--- config.mk ---
export PLATFORM = sky130hd
export DESIGN_NAME = pueo_trig_sched
export DESIGN_NICKNAME = d
export VERILOG_FILES = /design/src/rtl/pueo_trig_pkg.sv /design/src/rtl/pueo_trig_fifo.sv /design/src/rtl/pueo_trig_sched.sv
export SDC_FILE = /design/constraint.sdc
export NUM_CORES = 1
export LEC_CHECK = 0
export BUFFER_PORTS_ARGS = -buffer_cell sky130_fd_sc_hd__buf_2
export CORE_ASPECT_RATIO = 1.2
export CORE_MARGIN = 2
export CORE_UTILIZATION = 25
export CTS_CLUSTER_SIZE = 40
export DETAILED_ROUTE_END_ITERATION = 10
export PLACE_DENSITY = 0.42
export SYNTH_ARGS = -nofsm -noshare
export SYNTH_HDL_FRONTEND = slang
export SYNTH_SLANG_ARGS = --single-unit
--- constraint.sdc ---
create_clock -name sysclk_i -period 4.15 [get_ports sysclk_i]
set_clock_uncertainty 0.1 [all_clocks]
set_input_delay 0.2075 -clock sysclk_i [delete_from_list [all_inputs] [get_ports sysclk_i]]
set_output_delay 0.2075 -clock sysclk_i [all_outputs]
set_load 0.05 [all_outputs]
--- src/rtl/pueo_trig_pkg.sv ---
// pueo_trig_pkg: shared source ids, queue entry type and metadata layout for the TURF trigger scheduler
package pueo_trig_pkg;
  localparam int NSRC_DEF = 4;
  localparam int SRC_W = $clog2(NSRC_DEF);
  localparam int META_VALID_BIT = 7;
  typedef enum logic [SRC_W-1:0] {
    SRC_RF   = 0,
    SRC_SOFT = 1,
    SRC_PPS  = 2,
    SRC_EXT  = 3
  } src_t;
  typedef struct packed {
    logic [11:0] addr;
    logic [SRC_W-1:0] src;
  } trig_entry_t;
endpackage

--- src/rtl/pueo_trig_fifo.sv ---
// pueo_trig_fifo: first-word-fall-through trigger queue with synchronous flush
module pueo_trig_fifo #(
  parameter int AW = 3,
  parameter type entry_t = logic [7:0]
) (
  input  logic   clk,
  input  logic   rst_n,
  input  logic   flush,
  input  logic   push,
  input  logic   pop,
  input  entry_t wdata,
  output entry_t rdata,
  output logic   full,
  output logic   empty
);
  logic [AW-1:0] wp, rp;
  logic [AW:0] cnt;
  logic do_push, do_pop;
  entry_t mem [2**AW];
  assign do_push = push && !full;
  assign do_pop = pop && !empty;
  assign full = cnt[AW];
  assign empty = cnt == '0;
  assign rdata = mem[rp];
  // storage array, written only when there is room
  always_ff @(posedge clk)
    if (do_push) mem[wp] <= wdata;
  // pointers and occupancy; flush discards everything at once
  always_ff @(posedge clk or negedge rst_n)
    if (!rst_n) begin
      wp <= '0;
      rp <= '0;
      cnt <= '0;
    end else if (flush) begin
      wp <= '0;
      rp <= '0;
      cnt <= '0;
    end else begin
      wp <= wp + AW'(do_push);
      rp <= rp + AW'(do_pop);
      cnt <= cnt + (AW+1)'(do_push) - (AW+1)'(do_pop);
    end
endmodule

--- src/rtl/pueo_trig_sched.sv ---
// pueo_trig_sched: arbitrates trigger sources, applies holdoff, queues accepts and replays them one per frame
module pueo_trig_sched
  import pueo_trig_pkg::*;
#(
  parameter int NSRC = NSRC_DEF,
  parameter int FIFO_AWIDTH = 3,
  parameter int DROPW = 16
) (
  input  logic                    sysclk_i,
  input  logic                    sysclk_rstb_i,
  input  logic                    sysclk_phase_i,
  input  logic                    running_i,
  input  logic [11:0]             cur_addr_i,
  input  logic [NSRC-1:0]         src_req_i,
  input  logic [NSRC-1:0]         src_mask_i,
  input  logic [15:0]             holdoff_i,
  output logic [11:0]             turf_trig_o,
  output logic [7:0]              turf_metadata_o,
  output logic [$clog2(NSRC)-1:0] turf_src_o,
  output logic                    turf_valid_o,
  output logic                    accept_o,
  output logic [DROPW-1:0]        dropped_cnt_o,
  output logic [DROPW-1:0]        overflow_cnt_o
);
  localparam int SW = $clog2(NSRC);
  logic [NSRC-1:0] eff;
  logic [SW-1:0] idx;
  logic [15:0] hold_cnt;
  logic [1:0] phs, wcnt;
  logic [6:0] seq;
  logic hold_act, win, run_q, rise, fall, full, empty, pop, wlast;
  logic [DROPW:0] drop_sum, ovf_sum;
  int n_drop;
  trig_entry_t head, wentry;
  assign eff = src_req_i & ~src_mask_i & {NSRC{running_i}};
  assign hold_act = hold_cnt != 16'd0;
  assign win = |eff && !hold_act;
  assign rise = running_i && !run_q;
  assign fall = run_q && !running_i;
  assign wlast = turf_valid_o && wcnt == 2'd3;
  // a new window may start on the last cycle of the previous one, never inside it
  assign pop = phs[1] && !empty && !fall && (!turf_valid_o || wlast);
  assign wentry = '{addr: cur_addr_i, src: idx};
  assign drop_sum = (rise ? '0 : {1'b0, dropped_cnt_o}) + (DROPW+1)'(n_drop);
  assign ovf_sum = (rise ? '0 : {1'b0, overflow_cnt_o}) + (DROPW+1)'(win && full);
  // lowest set index wins; losers, or everyone during holdoff, are counted as dropped
  always_comb begin
    idx = '0;
    for (int i = NSRC - 1; i >= 0; i--) idx = eff[i] ? i[SW-1:0] : idx;
    n_drop = hold_act ? $countones(eff) : (|eff ? $countones(eff) - 1 : 0);
  end
  // metadata carries a fixed marker bit above the sequence number
  always_comb begin
    turf_metadata_o = {1'b0, seq};
    turf_metadata_o[META_VALID_BIT] = 1'b1;
  end
  pueo_trig_fifo #(.AW(FIFO_AWIDTH), .entry_t(trig_entry_t)) u_fifo (
    .clk(sysclk_i),
    .rst_n(sysclk_rstb_i),
    .flush(fall),
    .push(win),
    .pop(pop),
    .wdata(wentry),
    .rdata(head),
    .full(full),
    .empty(empty)
  );
  // holdoff, frame timing, 4-cycle output window, sequence number and saturating counters
  always_ff @(posedge sysclk_i or negedge sysclk_rstb_i)
    if (!sysclk_rstb_i) begin
      run_q <= 1'b0;
      phs <= '0;
      hold_cnt <= '0;
      accept_o <= 1'b0;
      dropped_cnt_o <= '0;
      overflow_cnt_o <= '0;
      seq <= '0;
      turf_trig_o <= '0;
      turf_src_o <= '0;
      turf_valid_o <= 1'b0;
      wcnt <= '0;
    end else begin
      run_q <= running_i;
      phs <= {phs[0], sysclk_phase_i};
      accept_o <= win;
      hold_cnt <= fall ? '0 : win ? holdoff_i : hold_act ? hold_cnt - 16'd1 : hold_cnt;
      dropped_cnt_o <= drop_sum[DROPW] ? '1 : drop_sum[DROPW-1:0];
      overflow_cnt_o <= ovf_sum[DROPW] ? '1 : ovf_sum[DROPW-1:0];
      seq <= rise ? '0 : wlast ? seq + 7'd1 : seq;
      turf_trig_o <= pop ? head.addr : turf_trig_o;
      turf_src_o <= pop ? head.src : turf_src_o;
      turf_valid_o <= pop || (turf_valid_o && !wlast);
      wcnt <= pop ? '0 : turf_valid_o ? wcnt + 2'd1 : wcnt;
    end
endmodule

# Word level (Yosys, flattened, before mapping)
# Memories as Yosys holds them, arrays and structs flattened. A register that Yosys moved wholly into a read port is not among the register bits.
# Index checks and enable logic that the tools add are counted.
[totals]
reg_bits = 72
ram_bits = 112
input_bits = 40
output_inout_bits = 56
elab_cells = 80
memories = 1
[mem_list]
columns = ["memory", "depth", "word_bits", "read_ports", "rd_ports_with_merged_regs", "write_ports", "line_no", "text"]
rows = [
  ["u_fifo.mem", 8, 14, 1, 1, 1, "pueo_trig_fifo.sv:19", "entry_t mem [2**AW];"],
]
[op_classes]
n_addsub = 13
n_eq_ne = 1
mux = 22
bitwise = 3
n_reduce_logical = 28
[op_table]
columns = ["cell", "count"]
rows = [
  ["$mux W16", 7],
  ["$mux W17", 2],
  ["$add A16 B1 Y17", 1],
  ["$add A16 B17 Y17", 1],
  ["$reduce_bool A16 Y1", 1],
  ["$sub A16 B1 Y16 const B", 1],
  ["$mux W7", 2],
  ["$mux W2", 6],
  ["$logic_and A1 B1 Y1", 11],
  ["$logic_not A1 Y1", 9],
  ["$and A4 B4 Y4", 2],
  ["$add A7 B1 Y7 const B", 1],
  ["$add A3 B1 Y3", 2],
  ["$mux W3", 2],
  ["$add A1 B1 Y2", 2],
  ["$add A4 B1 Y4", 1],
  ["$logic_not A4 Y1", 1],
  ["$mux W4", 1],
  ["$not A4 Y4", 1],
  ["$reduce_bool A2 Y1", 2],
  ["$reduce_or A4 Y1", 1],
  ["$sub A3 B1 Y4 const B", 1],
  ["$sub A4 B1 Y4", 1],
  ["$add A2 B2 Y3", 1],
  ["5 further kinds", 7],
]

# Logic depth before layout (Yosys ltp)
# Gate-level depths: netlist (run 1).
[depth]
ltp_word = 10
mapped_depth = 19
mapped_depth_nobuf = 18

# By module
# From an unflattened synthesis (run 1), not the netlist that was laid out.
[unflattened]
hier_cells = 681
hier_area_um2 = 9384.0
[by_module_without_submodules]
columns = ["module", "n_inst", "cells_per_inst", "area_each_um2", "seq_area_each_um2"]
rows = [
  ["pueo_trig_fifo", 1, 223, 4898.4, 3613.5],
  ["pueo_trig_sched", 1, 458, 4485.6, 1901.8],
]

# Worst setup path before layout (run 1)
# Ideal clock, no wire load.
[synth_path]
path_type = "reg2reg"
startpoint = "reg hold_cnt[7]"
endpoint = "reg dropped_cnt_o[14]"
setup_time_ns = 0.128
t_arrival_ns = 3.881
t_required_ns = 3.922
path_slack_ns = 0.041
stages_incl_launch_ff = 18
path_buffers = 3
period_less_slack_ns = 4.109
cell_sequence = "dfrtp_1 -> or3_4 -> nor4_4 -> nand4b_4 -> nand2b_1 -> buf_6 -> clkbuf_1 -> o21ai_0 -> ha_1 -> inv_1 -> fa_1 -> nand2b_1 -> a21o_1 -> a31o_2 -> a21oi_1 -> o2111a_4 -> buf_12 -> o22ai_2"
[synth_between]
elab_chain_len = 4
[synth_lines]
columns = ["item", "line_no", "text"]
rows = [
  ["from (decl)", "pueo_trig_sched.sv:28", "logic [15:0] hold_cnt;"],
  ["from (signal assigned)", "pueo_trig_sched.sv:86", "hold_cnt <= fall ? '0 : win ? holdoff_i : hold_act ? hold_cnt - 16'd1 : hold_cnt;"],
  ["$reduce_bool A16 Y1", "pueo_trig_sched.sv:36", "assign hold_act = hold_cnt != 16'd0;"],
  ["$mux W17", "pueo_trig_sched.sv:50", "n_drop = hold_act ? $countones(eff) : (|eff ? $countones(eff) - 1 : 0);"],
  ["$add A16 B17 Y17", "pueo_trig_sched.sv:44", "assign drop_sum = (rise ? '0 : {1'b0, dropped_cnt_o}) + (DROPW+1)'(n_drop);"],
  ["$mux W16", "pueo_trig_sched.sv:87", "dropped_cnt_o <= drop_sum[DROPW] ? '1 : drop_sum[DROPW-1:0];"],
  ["to (signal assigned)", "pueo_trig_sched.sv:87", ""],
  ["to (decl)", "pueo_trig_sched.sv:22", "output logic [DROPW-1:0] dropped_cnt_o,"],
]
# Every way passes these cells.
# A chain may end at the register's enable or synchronous reset.

# Worst setup path after layout (run 1)
[layout_path]
startpoint = "reg hold_cnt[11]"
endpoint = "reg dropped_cnt_o[9]"
# Same word-level chain as after synthesis.

==> results of run 1 <==
[cell usage after synthesis, types with 2 or more instances]
cell type,count
or3_1,2
clkbuf_1,14
nand2_1,54
a221o_1,2
and4_1,2
a31oi_1,3
and2_1,30
xor2_1,21
xnor2_1,28
nor3_1,9
and3_1,8
o21ai_0,41
o21bai_2,2
o21ai_2,7
edfxtp_1,112
ha_1,37
nand3b_1,3
fa_1,3
nor4_1,5
buf_2,6
nand4_1,3
a21o_1,10
a21oi_1,15
inv_1,23
a211oi_1,18
nor2b_1,4
nand2b_1,9
o211ai_1,4
dfrtp_1,86
buf_6,2
nor2_1,43
mux2i_1,14
mux4_2,28
nand3_1,13
[sequential cells by signal (all words and copies together), names as in the netlist]
register,count
seq,7
wcnt,2
run_q,1
u_fifo.mem,112
u_fifo.cnt,4
dropped_cnt_o,16
overflow_cnt_o,16
turf_valid_o,1
turf_trig_o,12
u_fifo.rp,3
phs,2
u_fifo.wp,3
turf_src_o,2
accept_o,1
hold_cnt,16
[layer usage]
metal	vias up	share of wire, %	GRT usage [%]
li1	2885	-	-
met3	18	2.0	2.08
met4	0	1.5	3.98
met2	73	52	20.2
met1	2904	44	13.5
met5	-	0	0
[where the power goes]
part | total, uW | internal [uW] | switching [uW]
combinational | 2070 | 829 | 1240
sequential | 2560 | 2320 | 232
clock | 1670 | 818 | 852
[layout by cell type (no fill, tap or decap), types with 3 or more instances in the layout]
master         count
edfxtp_1         112
buf_2             93
dfrtp_1           85
buf_4             59
nand2_1           54
nor2_1            43
o21ai_0           40
ha_1              37
and2_1            30
dlygate4sd3_1     30
xnor2_1           28
mux4_2            28
inv_1             23
xor2_1            21
a211oi_1          18
clkbuf_16         17
a21oi_1           14
mux2i_1           14
nand3_1           13
a21o_1            10
nand2b_1           8
and3_1             8
o21ai_2            7
clkinv_8           6
nor3_1             6
nor2b_1            4
o211ai_1           4
inv_8              4
buf_12             4
nand4_1            3
nor4_1             3
nand3b_1           3
nor3_2             3
fa_1               3
[stage by stage]
| step | hold WS [ns] | std cells | util [%] | setup WS [ns] |
|---|---|---|---|---|
| 2_1_floorplan | -0.188 | 685 | - | 0.0410 |
| 3_3_place_gp | 0.220 | 1284 | 29.1 | -0.258 |
| 3_5_place_dp | 0.219 | 1284 | 29.1 | -0.326 |
| 4_1_cts | 0.0249 | 1353 | 31.7 | 0.0124 |
| 5_1_grt | 0.0457 | 1354 | 31.8 | 0.0122 |
| 6_report | 0.0506 | 1354 | 31.8 | 0.283 |
[repair_timing]
item,4_1_cts,5_1_grt
endpoints found under the setup margin,16,16
gates resized for setup,0,5
buffers inserted,7,0
gates cloned,0,1
pin swaps,2,3
hold buffers,30,0
hold endpoints to repair,177,0
[area by class of cell]
class | instances | area [um^2] | share of cell area [%]
sequential | 198 | 5520 | 47.2
multi-input combinational | 440 | 3580 | 30.6
timing repair buffer | 186 | 1290 | 11.0
tap | 474 | 593 | 5.08
clock buffer | 17 | 425 | 3.64
clock inverter | 15 | 181 | 1.55
inverter | 24 | 103 | 0.878
[worst max-delay path by stage]
stage | cells past startpoint | endpoint | slack, ns
after floorplan | 17 | dropped_cnt_o[14] | 0.04
after global placement | 17 | dropped_cnt_o[2] | -0.26
after detailed placement | 17 | dropped_cnt_o[3] | -0.33
after CTS | 15 | dropped_cnt_o[9] | 0.01
after global routing | 13 | dropped_cnt_o[15] | 0.01
final | 15 | dropped_cnt_o[9] | 0.28
[cell families (layout without fill, tap and decap cells)]
family	after synthesis	in the layout	share of synthesized area (%)
compound gates	114	115	8.44
xor+xnor	49	49	4.64
fa+ha+maj	40	40	5.65
buf+inv	48	242	2.54
flops	198	198	59.6
mux	42	42	8.33
other cells	1	1	0.0405
simple gates	193	193	10.8
[worst register-to-register path: stages (launching register included)]
cell      delay (ns)
dfrtp_1         0.41
or3_1           0.41
nor4_4          0.33
nand4b_4        0.14
nand2b_4        0.19
o21ai_0         0.20
ha_1            0.23
inv_1           0.07
fa_1            0.37
nand2b_1        0.18
a21o_1          0.19
a31o_2          0.23
a21oi_4         0.20
o2111a_4        0.31
buf_12          0.14
o21bai_2        0.07
==> results.toml, run 1 <==
[finish]
antenna_cells = 0
nFillCells = 3703
drive_gt1_share_pct = 28.1
areaGrowthSynthToFinish_pct = 26.2
nets = 947
fin_area_um2 = 11700

[clocking]
root_buffer = "clkbuf_16"
numClockSinks = 198
htree_levels = 4
cts_buffer_depth = 2
clk_latency_ns = 0.46
clk_pin_slew_worst_paths_ns = 0.08
cts-buffers-inserted = 17
cts_tree = "done"

[synth]
yosysSeqAreaShare_pct = 59.6
syn-num-nets = 765
ys_seq_elements = 198
yosysTopAreaCellShare_pct = 36.3
ys_warn_count = 0
synth-edff-count = 112
synthFlopType = "edfxtp_1"
async_flop_share_pct = 43.4
synthesis.instances = 685
avgSynthCellArea_um2 = 13.5
synthDistinctLibCells = 58
synth.area.top_cells = "edfxtp_1, dfrtp_1, mux4_2"
yosysTopAreaCell = "edfxtp_1"
synth.cell_area_um2 = 9260

[sta]
finalSetupTns_ns = 0
fmaxAchievable_ghz = 0.259
period_needed_ns = 3.87
relSlewSlack_pct = 26.4
worst_pin_slew_ns = 1.10
hold_viol = 0
rsz0062_at_grt = "no"
slew_violations = 0
setup_viol = 0
period_share_pct = 93.2

[grt]
gr-usage-all-layers_pct = 11.3
grt_max_degree = 66
antenna_found_initial = 0
grt_pass1_wl_um = 33900
grt_pass1_vias = 6145
grt-ovfl-total = 0

[job]
drv_cap = 0

[pwr]
peakVddDrop_mv = 0.272
power.total_uw = 6290
p_leak_uw = 0.00489
powerDensity_nw_per_um2 = 539

[setup_path]
critPathMaxFanout = 6
cp-end-kind = "register"
startpoint = "hold_cnt[11]"
r2r_cells = 15
r2r_end = "dropped_cnt_o[9]"
start_kind = "register"
cp.required_ns = 4.39
crit_family = "simple AND/OR/NAND/NOR gates"
max_stage_delay_ns = 0.41
path_cells = "or3_1 -> nor4_4 -> nand4b_4 -> nand2b_4 -> o21ai_0 -> ha_1 -> inv_1 -> fa_1 -> nand2b_1 -> a21o_1 -> a31o_2 -> a21oi_4 -> o2111a_4 -> buf_12 -> o21bai_2"
timing.rr.start = "hold_cnt[11]"
crit_arrival_ns = 4.11
slowest_stage = "dfrtp_1"
cp_num_buf_inv = 2
path_class = "register to register"
ff2ff_setup_slack_ns = 0.28

[floorplanning]
initial_core_util_pct = 25.2
coreArea_um2 = 36700
die_w_um = 180
die-area_um2 = 38600
io_pins = 96
die_h_um = 215
rows = 77

[route]
avgViaCountPerCell = 4.34
drc = 0
vias = 5880
dr.pass1.iters = 4
drt-initial-drc-count = 258
finalWirelength_um = 20900
wl_per_cell_um = 15.4
detail-route-antenna-nets = 0

[placement]
io_buffers = 94
post_dp_cell_area_um2 = 10700
dp_hpwl_um = 13700
gp_congestion = 0.737

[min_path]
hold_path_depth = 3
hold_end = "hold_cnt[1]"
min-delay-start = "holdoff_i[1]"
holdCritPathClass = "input port to register"

[run_status]
status = "complete, no violations"
Power figures use the tool's default switching activity.
==> inputs of run 2 (changes only) <==
Settings changed: GPL_TIMING_DRIVEN set to 0.
==> results.toml, run 2 (synthesized netlist as in run 1, its figures left out) <==
[finish]
drive_gt1_share_pct = 26.3
final_common_cell = "edfxtp_1"
top_register = "u_fifo.mem"
nFillCells = 3688
antenna_cells = 0
largest_reg_flops = 112
utilization_pct = 31.7
layout.cells.most_common_list = "edfxtp_1, buf_2, dfrtp_1"
multiInputGateArea_um2 = 3620
regArea_um2 = 5520
areaGrowthSynthToFinish_pct = 25.6
final_cells = 1340
fin_area_um2 = 11600
nets = 933

[sta]
period_share_pct = 96.2
fin_ws_ns = 0.157
slew_violations = 0
setup_viol = 0
rsz0062_at_grt = "no"
period_needed_ns = 3.99
hold_viol = 0
worst_pin_slew_ns = 1.05
relSlewSlack_pct = 30.0
fmaxAchievable_ghz = 0.250

[floorplanning]
io_pins = 96
coreArea_um2 = 36700
die_w_um = 180
die_h_um = 215
initial_core_util_pct = 25.2
die-area_um2 = 38600
rows = 77

[placement]
post_dp_cell_area_um2 = 10500
gp_congestion = 0.751
post-place-ws_ns = -0.766
dp_hpwl_um = 15700
io_buffers = 94
dp_cells = 1266

[route]
drc = 0
detail-route-antenna-nets = 0
drt-initial-drc-count = 269
finalWirelength_um = 22400
dr.pass1.iters = 4
vias = 5880
wl_per_cell_um = 16.7
avgViaCountPerCell = 4.39

[clocking]
numClockSinks = 198
root_buffer = "clkbuf_16"
htree_levels = 4
cts_buffer_depth = 2
cts_tree = "done"
clk_latency_ns = 0.45
cts-buffers-inserted = 17
clk_pin_slew_worst_paths_ns = 0.09

[setup_path]
path_class = "register to register"
start_kind = "register"
cp.required_ns = 4.38
crit_arrival_ns = 4.22
critPathMaxFanout = 10
ff2ff_setup_slack_ns = 0.16
cp-end-kind = "register"

[pwr]
powerDensity_nw_per_um2 = 549
switching_share_pct = 37.7
p_sw_uw = 2400
power.total_uw = 6380
peakVddDrop_mv = 0.276
p_leak_uw = 0.00480
pwr-share-clk_pct = 27.1
p_int_uw = 3970
combPwrFrac_pct = 34.2
pwr-share-seq_pct = 38.8

[min_path]
holdCritPathClass = "input port to register"

[grt]
grt_max_degree = 59
antenna_found_initial = 0
gr-usage-all-layers_pct = 11.9
grt-ovfl-total = 0
grt_pass1_wl_um = 35200
grt_pass1_vias = 6112

[job]
drv_cap = 0

[run_status]
status = "complete, no violations"
run 2: cell count changes in the layout (fill, tap and decap cells not counted), moves of 2 or more:
cell | before | now
inv_12 | 1 | 4
buf_12 | 4 | 2
nor2_1 | 43 | 41
buf_4 | 59 | 18
buf_6 | 0 | 6
clkbuf_1 | 0 | 13
inv_6 | 1 | 3
clkinv_8 | 6 | 4
buf_2 | 93 | 99
nor2_2 | 0 | 2
buf_8 | 0 | 3
run 2: repair_timing:
| action | in CTS | in global routing |
|---|---|---|
| pin swaps | 5 | 9 |
| hold buffers | 30 | 0 |
| hold endpoints to repair | 141 | 0 |
| buffers inserted | 6 | 5 |
| endpoints found under the setup margin | 31 | 21 |
| cloned | 0 | 1 |
| gates resized for setup | 12 | 8 |
run 2: cell type report:
type | count | share of cell area, %
repair buffers | 149 | 8.95
inverters | 24 | 0.883
flip-flops and latches | 198 | 47.4
clock inverters | 15 | 1.61
plain buffers | 24 | 1.24
multi-input cells | 439 | 31.1
well taps | 474 | 5.10
clock buffers | 17 | 3.66
run 2: routing by layer:
| layer | share of wire (%) | vias to the layer above | wire length (um) | track usage, % |
|---|---|---|---|---|
| met2 | 51 | 67 | 11400 | 20.6 |
| met4 | 1.4 | 0 | 322 | 3.74 |
| li1 | - | 2856 | - | - |
| met3 | 2.1 | 21 | 480 | 2.10 |
| met1 | 46 | 2936 | 10200 | 15.2 |
| met5 | 0 | - | 0 | 0 |
run 2: stage by stage:
step / hold WS [ns] / setup TNS [ns]
2_1_floorplan: -0.188 / 0
3_3_place_gp: 0.219 / -105.06
3_5_place_dp: 0.0977 / -15.36
4_1_cts: 0.0248 / -0.0324
5_1_grt: 0.0890 / 0
6_report: 0.0448 / 0
run 2: worst max-delay path: stages, from the launching register on:
cell      delay [ns]
dfrtp_1         0.39
or3_4           0.43
nor4_4          0.32
nand4b_4        0.14
nand2b_4        0.16
buf_6           0.13
buf_8           0.15
o21ai_4         0.13
ha_2            0.19
inv_1           0.05
fa_2            0.35
nand2b_4        0.15
a21o_1          0.21
a31o_4          0.25
a21oi_4         0.18
o2111a_4        0.32
buf_12          0.14
o22ai_2         0.08
run 2: path summary, 6_finish.rpt:
check,end,from,cells after the start
setup / recovery,dropped_cnt_o[14],hold_cnt[8],17
hold / removal,hold_cnt[1],holdoff_i[1],3
setup reg to reg,dropped_cnt_o[14],hold_cnt[8],17
hold reg to reg,phs[1],phs[0],0
max in group asynchronous,overflow_cnt_o[4],sysclk_rstb_i,3
min in group asynchronous,dropped_cnt_o[8],sysclk_rstb_i,2
run 2: power groups by stage:
stage / combinational (uW) / sequential (uW) / clock (uW)
floorplan: 1090 / 3010 / 0
global placement: 2100 / 2520 / 0
detailed placement: 2110 / 2530 / 0
CTS: 2200 / 2480 / 1780
global route: 2410 / 2510 / 1860
finish: 2180 / 2470 / 1730
